### config.mk
export PLATFORM = sky130hd
export DESIGN_NAME = cache_mem_arbiter
export DESIGN_NICKNAME = d
export VERILOG_FILES = /design/src/rtl/cache_mem_arbiter.sv
export SDC_FILE = /design/constraint.sdc
export NUM_CORES = 1
export LEC_CHECK = 0
export CAP_MARGIN = 20
export CORE_AREA = 2 2 547 549
export DETAILED_ROUTE_END_ITERATION = 6
export DIE_AREA = 0 0 549 551
export PLACE_DENSITY = 0.3
export REMOVE_ABC_BUFFERS = 1
export SLEW_MARGIN = 10
export SYNTH_ARGS = -nofsm -noshare
export SYNTH_HDL_FRONTEND = slang
export SYNTH_SLANG_ARGS = --single-unit
### constraint.sdc
create_clock -name clk -period 9.03 [get_ports clk]
set_input_delay 1.3545 -clock clk [delete_from_list [all_inputs] [get_ports clk]]
set_output_delay 1.3545 -clock clk [all_outputs]
set_load 0.03 [all_outputs]
### src/rtl/cache_mem_arbiter.sv
// cache_mem_arbiter: shares one memory-latch port between the I-cache and
// the D-cache, one 256-bit line transaction at a time.
//
// Ports:
//   clk, rst             clock, asynchronous active-high reset
//   i_read/i_address     I-cache line read request
//   i_resp/i_rdata       I-cache completion and read line
//   d_read/d_write       D-cache line read / write request
//   d_address/d_wdata    D-cache line address and write line
//   d_resp/d_rdata       D-cache completion and read line
//   mem_read/mem_write   registered command to the memory latch
//   mem_address          registered line address to the memory latch
//   mem_wdata            registered write line to the memory latch
//   mem_resp/mem_rdata   completion and read line from the memory latch
//
// Parameter RELEASE_CYCLES (2..15): idle gap after every response.
// Macro CACHE_ARB_ROUND_ROBIN_EN: alternate grants when both caches
// contend; when undefined the D-cache always wins a contest.
module cache_mem_arbiter #(
    parameter int RELEASE_CYCLES = 2
) (
    input  logic         clk,
    input  logic         rst,
    input  logic         i_read,
    input  logic [31:0]  i_address,
    output logic         i_resp,
    output logic [255:0] i_rdata,
    input  logic         d_read,
    input  logic         d_write,
    input  logic [31:0]  d_address,
    input  logic [255:0] d_wdata,
    output logic         d_resp,
    output logic [255:0] d_rdata,
    output logic         mem_read,
    output logic         mem_write,
    output logic [31:0]  mem_address,
    output logic [255:0] mem_wdata,
    input  logic         mem_resp,
    input  logic [255:0] mem_rdata
);

    typedef enum logic [1:0] {
        IDLE,
        SERVE_I,
        SERVE_D,
        RELEASE
    } state_t;

    state_t         state_q;
    logic [3:0]     cnt_q;
    logic           mem_read_q;
    logic           mem_write_q;
    logic [31:0]    addr_q;
    logic [255:0]   wdata_q;
    logic           d_req;
    logic           d_wins;

    assign d_req = d_read | d_write;

`ifdef CACHE_ARB_ROUND_ROBIN_EN
    // last_d_q: 1 when the most recent grant went to the D-cache.
    logic last_d_q;
    assign d_wins = d_req & (~i_read | ~last_d_q);
`else
    assign d_wins = d_req;
`endif

    always_ff @(posedge clk or posedge rst) begin
        if (rst) begin
            state_q     <= IDLE;
            cnt_q       <= 4'd0;
            mem_read_q  <= 1'b0;
            mem_write_q <= 1'b0;
            addr_q      <= 32'd0;
            wdata_q     <= 256'd0;
`ifdef CACHE_ARB_ROUND_ROBIN_EN
            last_d_q    <= 1'b0;
`endif
        end else begin
            unique case (state_q)
                IDLE: begin
                    if (d_wins) begin
                        state_q     <= SERVE_D;
                        addr_q      <= d_address;
                        wdata_q     <= d_wdata;
                        // simultaneous read+write is served as a write
                        mem_write_q <= d_write;
                        mem_read_q  <= ~d_write;
`ifdef CACHE_ARB_ROUND_ROBIN_EN
                        last_d_q    <= 1'b1;
`endif
                    end else if (i_read) begin
                        state_q     <= SERVE_I;
                        addr_q      <= i_address;
                        mem_read_q  <= 1'b1;
                        mem_write_q <= 1'b0;
`ifdef CACHE_ARB_ROUND_ROBIN_EN
                        last_d_q    <= 1'b0;
`endif
                    end
                end
                SERVE_I, SERVE_D: begin
                    // runs to completion even if the cache drops its request
                    if (mem_resp) begin
                        state_q     <= RELEASE;
                        mem_read_q  <= 1'b0;
                        mem_write_q <= 1'b0;
                        cnt_q       <= 4'(RELEASE_CYCLES);
                    end
                end
                RELEASE: begin
                    // gap lets the latch's delayed command copy drain
                    if (cnt_q <= 4'd1) begin
                        state_q <= IDLE;
                        cnt_q   <= 4'd0;
                    end else begin
                        cnt_q <= cnt_q - 4'd1;
                    end
                end
                default: state_q <= IDLE;
            endcase
        end
    end

    assign mem_read    = mem_read_q;
    assign mem_write   = mem_write_q;
    assign mem_address = addr_q;
    assign mem_wdata   = wdata_q;

    assign i_resp  = (state_q == SERVE_I) & mem_resp;
    assign d_resp  = (state_q == SERVE_D) & mem_resp;
    assign i_rdata = mem_rdata;
    assign d_rdata = mem_rdata;

endmodule
==> flow_summary_export.csv <==
group,metric,value,unit
die,ios,1386,
clock_network,cts_tree,"done",
detailed_routing,dr.pass1.iters,4,
global_routing,grt_pass1_vias,10980,
clock_network,clock_path_buffers,3,
critical_path,critPathArrivalTime,2.70,ns
power_and_ir_drop,power.switching,0.004277,W
detailed_routing,drtIter0Drc,1102,
global_routing,grt_remaining_overflow,0,
die,die_x,549,um
die,die-area,0.3025,mm2
die,core_area,0.2963,mm2
power_and_ir_drop,leakage,8.188,nW
critical_path,critPathKind,"in -> out",
global_routing,grt_start_max_net_pins,125,
sta,setup_ws,4.979,ns
synthesis,seq_area_frac_synth,0.4794,
detailed_routing,wl,301.4,mm
sta,setup_viol,0,
worst_hold_path,hold_class,"reg -> reg",
critical_path,start_kind,"primary input",
synthesis,ys_ff_latch,296,
sta,worst_pin_slew,1.027,ns
sta,timing.final.crit_share,0.4486,
cells_and_area,final_cell_mix,"clkdlybuf4s50_1, dfrtp_1, mux2_2, clkbuf_16",
cells_and_area,final_cell_count_no_fill,5347,
cells_and_area,fin_util,0.08093,
sta,clock.fmax,246.8,MHz
cells_and_area,fill_cells,34350,
clock_network,cts_max_level,2,
detailed_routing,wl_per_cell,56.37,um
global_routing,antenna_found_initial,80,
synthesis,synth-async-reset-ratio,1.000,
sta,slew_violations,0,
clock_network,cts.repair.resized,0,
power_and_ir_drop,intPower,0.005017,W
die,fp.dieH,551,um
power_and_ir_drop,power.density,387.6,mW/mm2
sta,rsz0062_at_grt,"no",
power_and_ir_drop,p_comb_frac,0.546,
clock_network,clock_latency,0.63,ns
sta,hold_viol,0,
flow_run,cap_viol_max_count,0,
critical_path,cp_max_fo,3,
global_routing,grt_pass1_wl,328.3,mm
critical_path,required,7.68,ns
detailed_routing,ant_nets,0,
synthesis,yosysUniqueCellTypes,27,
place,preCtsSetupSlack,4.726,ns
die,start_util,0.05215,
cells_and_area,area_growth,55.20,%
cells_and_area,stdcell_area,0.02398,mm2
sta,fin_skew,0.03162,ns
synthesis,synth-main-ff-cell,"dfrtp_1",
cells_and_area,drive_above_1_share,0.2441,
outcome,status,"finished clean",
synthesis,synth_cells,1246,
clock_network,cts_setup_buffers,0,
sta,post-route-min-period,4.051,ns
sta,final.setup.tns,0,ns
clock_network,root_buffer,"clkbuf_16",
place,place.gp.congestion,0.9215,
cells_and_area,seqCellArea,0.007407,mm2
detailed_routing,route.detailed.drc,0,
power_and_ir_drop,seqPwrFrac,0.255,
cells_and_area,num-nets-final,1957,
clock_network,cts.sinks,296,
place,portBuffers,617,
cells_and_area,multiInputGateArea,0.003836,mm2
sta,slew_headroom,0.3135,
cells_and_area,layout_commonest_cell,"clkdlybuf4s50_1",
synthesis,synth_edf_count,0,
power_and_ir_drop,swShare,0.4601,
die,row_count,200,
clock_network,cts_made_buffers,44,
power_and_ir_drop,vdd_drop_max,0.1508,mV
clock_network,path_clk_slew,0.05,ns
global_routing,grt_usage,0.1933,
place,dp_cells,5260,
place,placed_area,0.02247,mm2
place,hpwl,266.4,mm
synthesis,avgSynthCellArea,12.40,um2
critical_path,cp-end-kind,"primary output",
clock_network,hold_buffers,0,
detailed_routing,vias,12370,
synthesis,syn-cell-area,0.01545,mm2
power_and_ir_drop,p_clk_frac,0.199,
detailed_routing,viasPerCell,2.314,
synthesis,yosys_warnings,0,
Yosys cell counts (2+ instances only):
cell type  count  share of area
mux2i_1       35          0.023
nor3_1         2        0.00065
dfrtp_1      296           0.48
ha_1           7         0.0057
mux2_2       259           0.19
inv_1          6         0.0015
a2bb2oi_1      2         0.0011
and2_1         2        0.00081
o21ai_0       35          0.011
buf_2          3        0.00097
buf_4        514           0.25
buf_6         27          0.020
nor2b_1        2        0.00081
clkbuf_1       5         0.0012
nand2_1       35         0.0085
nor2_1         5         0.0012
metrics by stage:
stage               total power [W]  hold WS (ns)
floorplan                  0.004909        0.5003
global placement           0.007661        0.4695
detailed placement         0.007657        0.4739
CTS                        0.009634        0.4870
global route               0.009910        0.5115
finish                     0.009294        0.4779
metal layers:
metal	part of all wire	vias to the layer above	wire length [um]	global-route usage
met5	0.024	-	7261	0.1750
met4	0.041	50	12450	0.06492
met3	0.29	336	88710	0.2697
met2	0.44	2420	131700	0.3005
met1	0.20	5694	61350	0.1092
li1	-	3873	-	-
critical path, cell delays in order:
cell and delay, ns:
clkdlybuf4s50_1 0.50, and2_1 0.16, clkdlybuf4s50_1 0.68
cells by family (layout without fill, tap and decap cells):
family	Yosys count	count (layout)	share of synthesized area
other	0	7	0
buffers and inverters	555	710	0.2731
AO/OA/AOI/OAI	43	43	0.01612
AND/OR/NAND/NOR	51	51	0.01425
adder cells (fa/ha/maj)	7	7	0.005669
multiplexers	294	294	0.2115
flip-flops	296	296	0.4794
final cells by class:
cell class,count,area share
Sequential cell,296,0.3089
Timing Repair Buffer,625,0.2625
Tap cell,3939,0.2055
Multi-Input combinational cell,395,0.1600
Clock buffer,62,0.05291
Clock inverter,17,0.008192
Inverter,6,0.001252
Antenna cell,7,0.0007305
power by group through the flow:
stage,Sequential [W],Clock (W),Combinational [W]
3_5_place_dp,0.00239,0,0.00527
3_3_place_gp,0.00238,0,0.00528
4_1_cts,0.00238,0.00197,0.00529
5_1_grt,0.00246,0.00201,0.00544
2_1_floorplan,0.00367,0,0.00124
6_report,0.00237,0.00185,0.00508
path summary, 6_finish.rpt:
| kind | startpoint | endpoint | slack [ns] | cells after the start |
|---|---|---|---|---|
| max | mem_resp | d_resp | 4.98 | 3 |
| min | mem_address[28]$_DFFE_PP0P_ | mem_address[28]$_DFFE_PP0P_ | 0.48 | 2 |
| max reg2reg | state_q[1]$_DFFE_PP0P_ | mem_wdata[91]$_DFFE_PP0P_ | 6.40 | 5 |
| max in group asynchronous | rst | mem_wdata[113]$_DFFE_PP0P_ | 6.48 | 3 |
| min reg2reg | mem_address[28]$_DFFE_PP0P_ | mem_address[28]$_DFFE_PP0P_ | 0.48 | 2 |
| min in group asynchronous | rst | mem_wdata[215]$_DFFE_PP0P_ | 1.23 | 2 |
flip-flops by register name, indices dropped and copies added (netlist names):
register     flops
cnt_q            4
mem_read         1
mem_address     32
state_q          2
mem_wdata      256
mem_write        1
No activity file was read; power rests on OpenSTA's default activity.
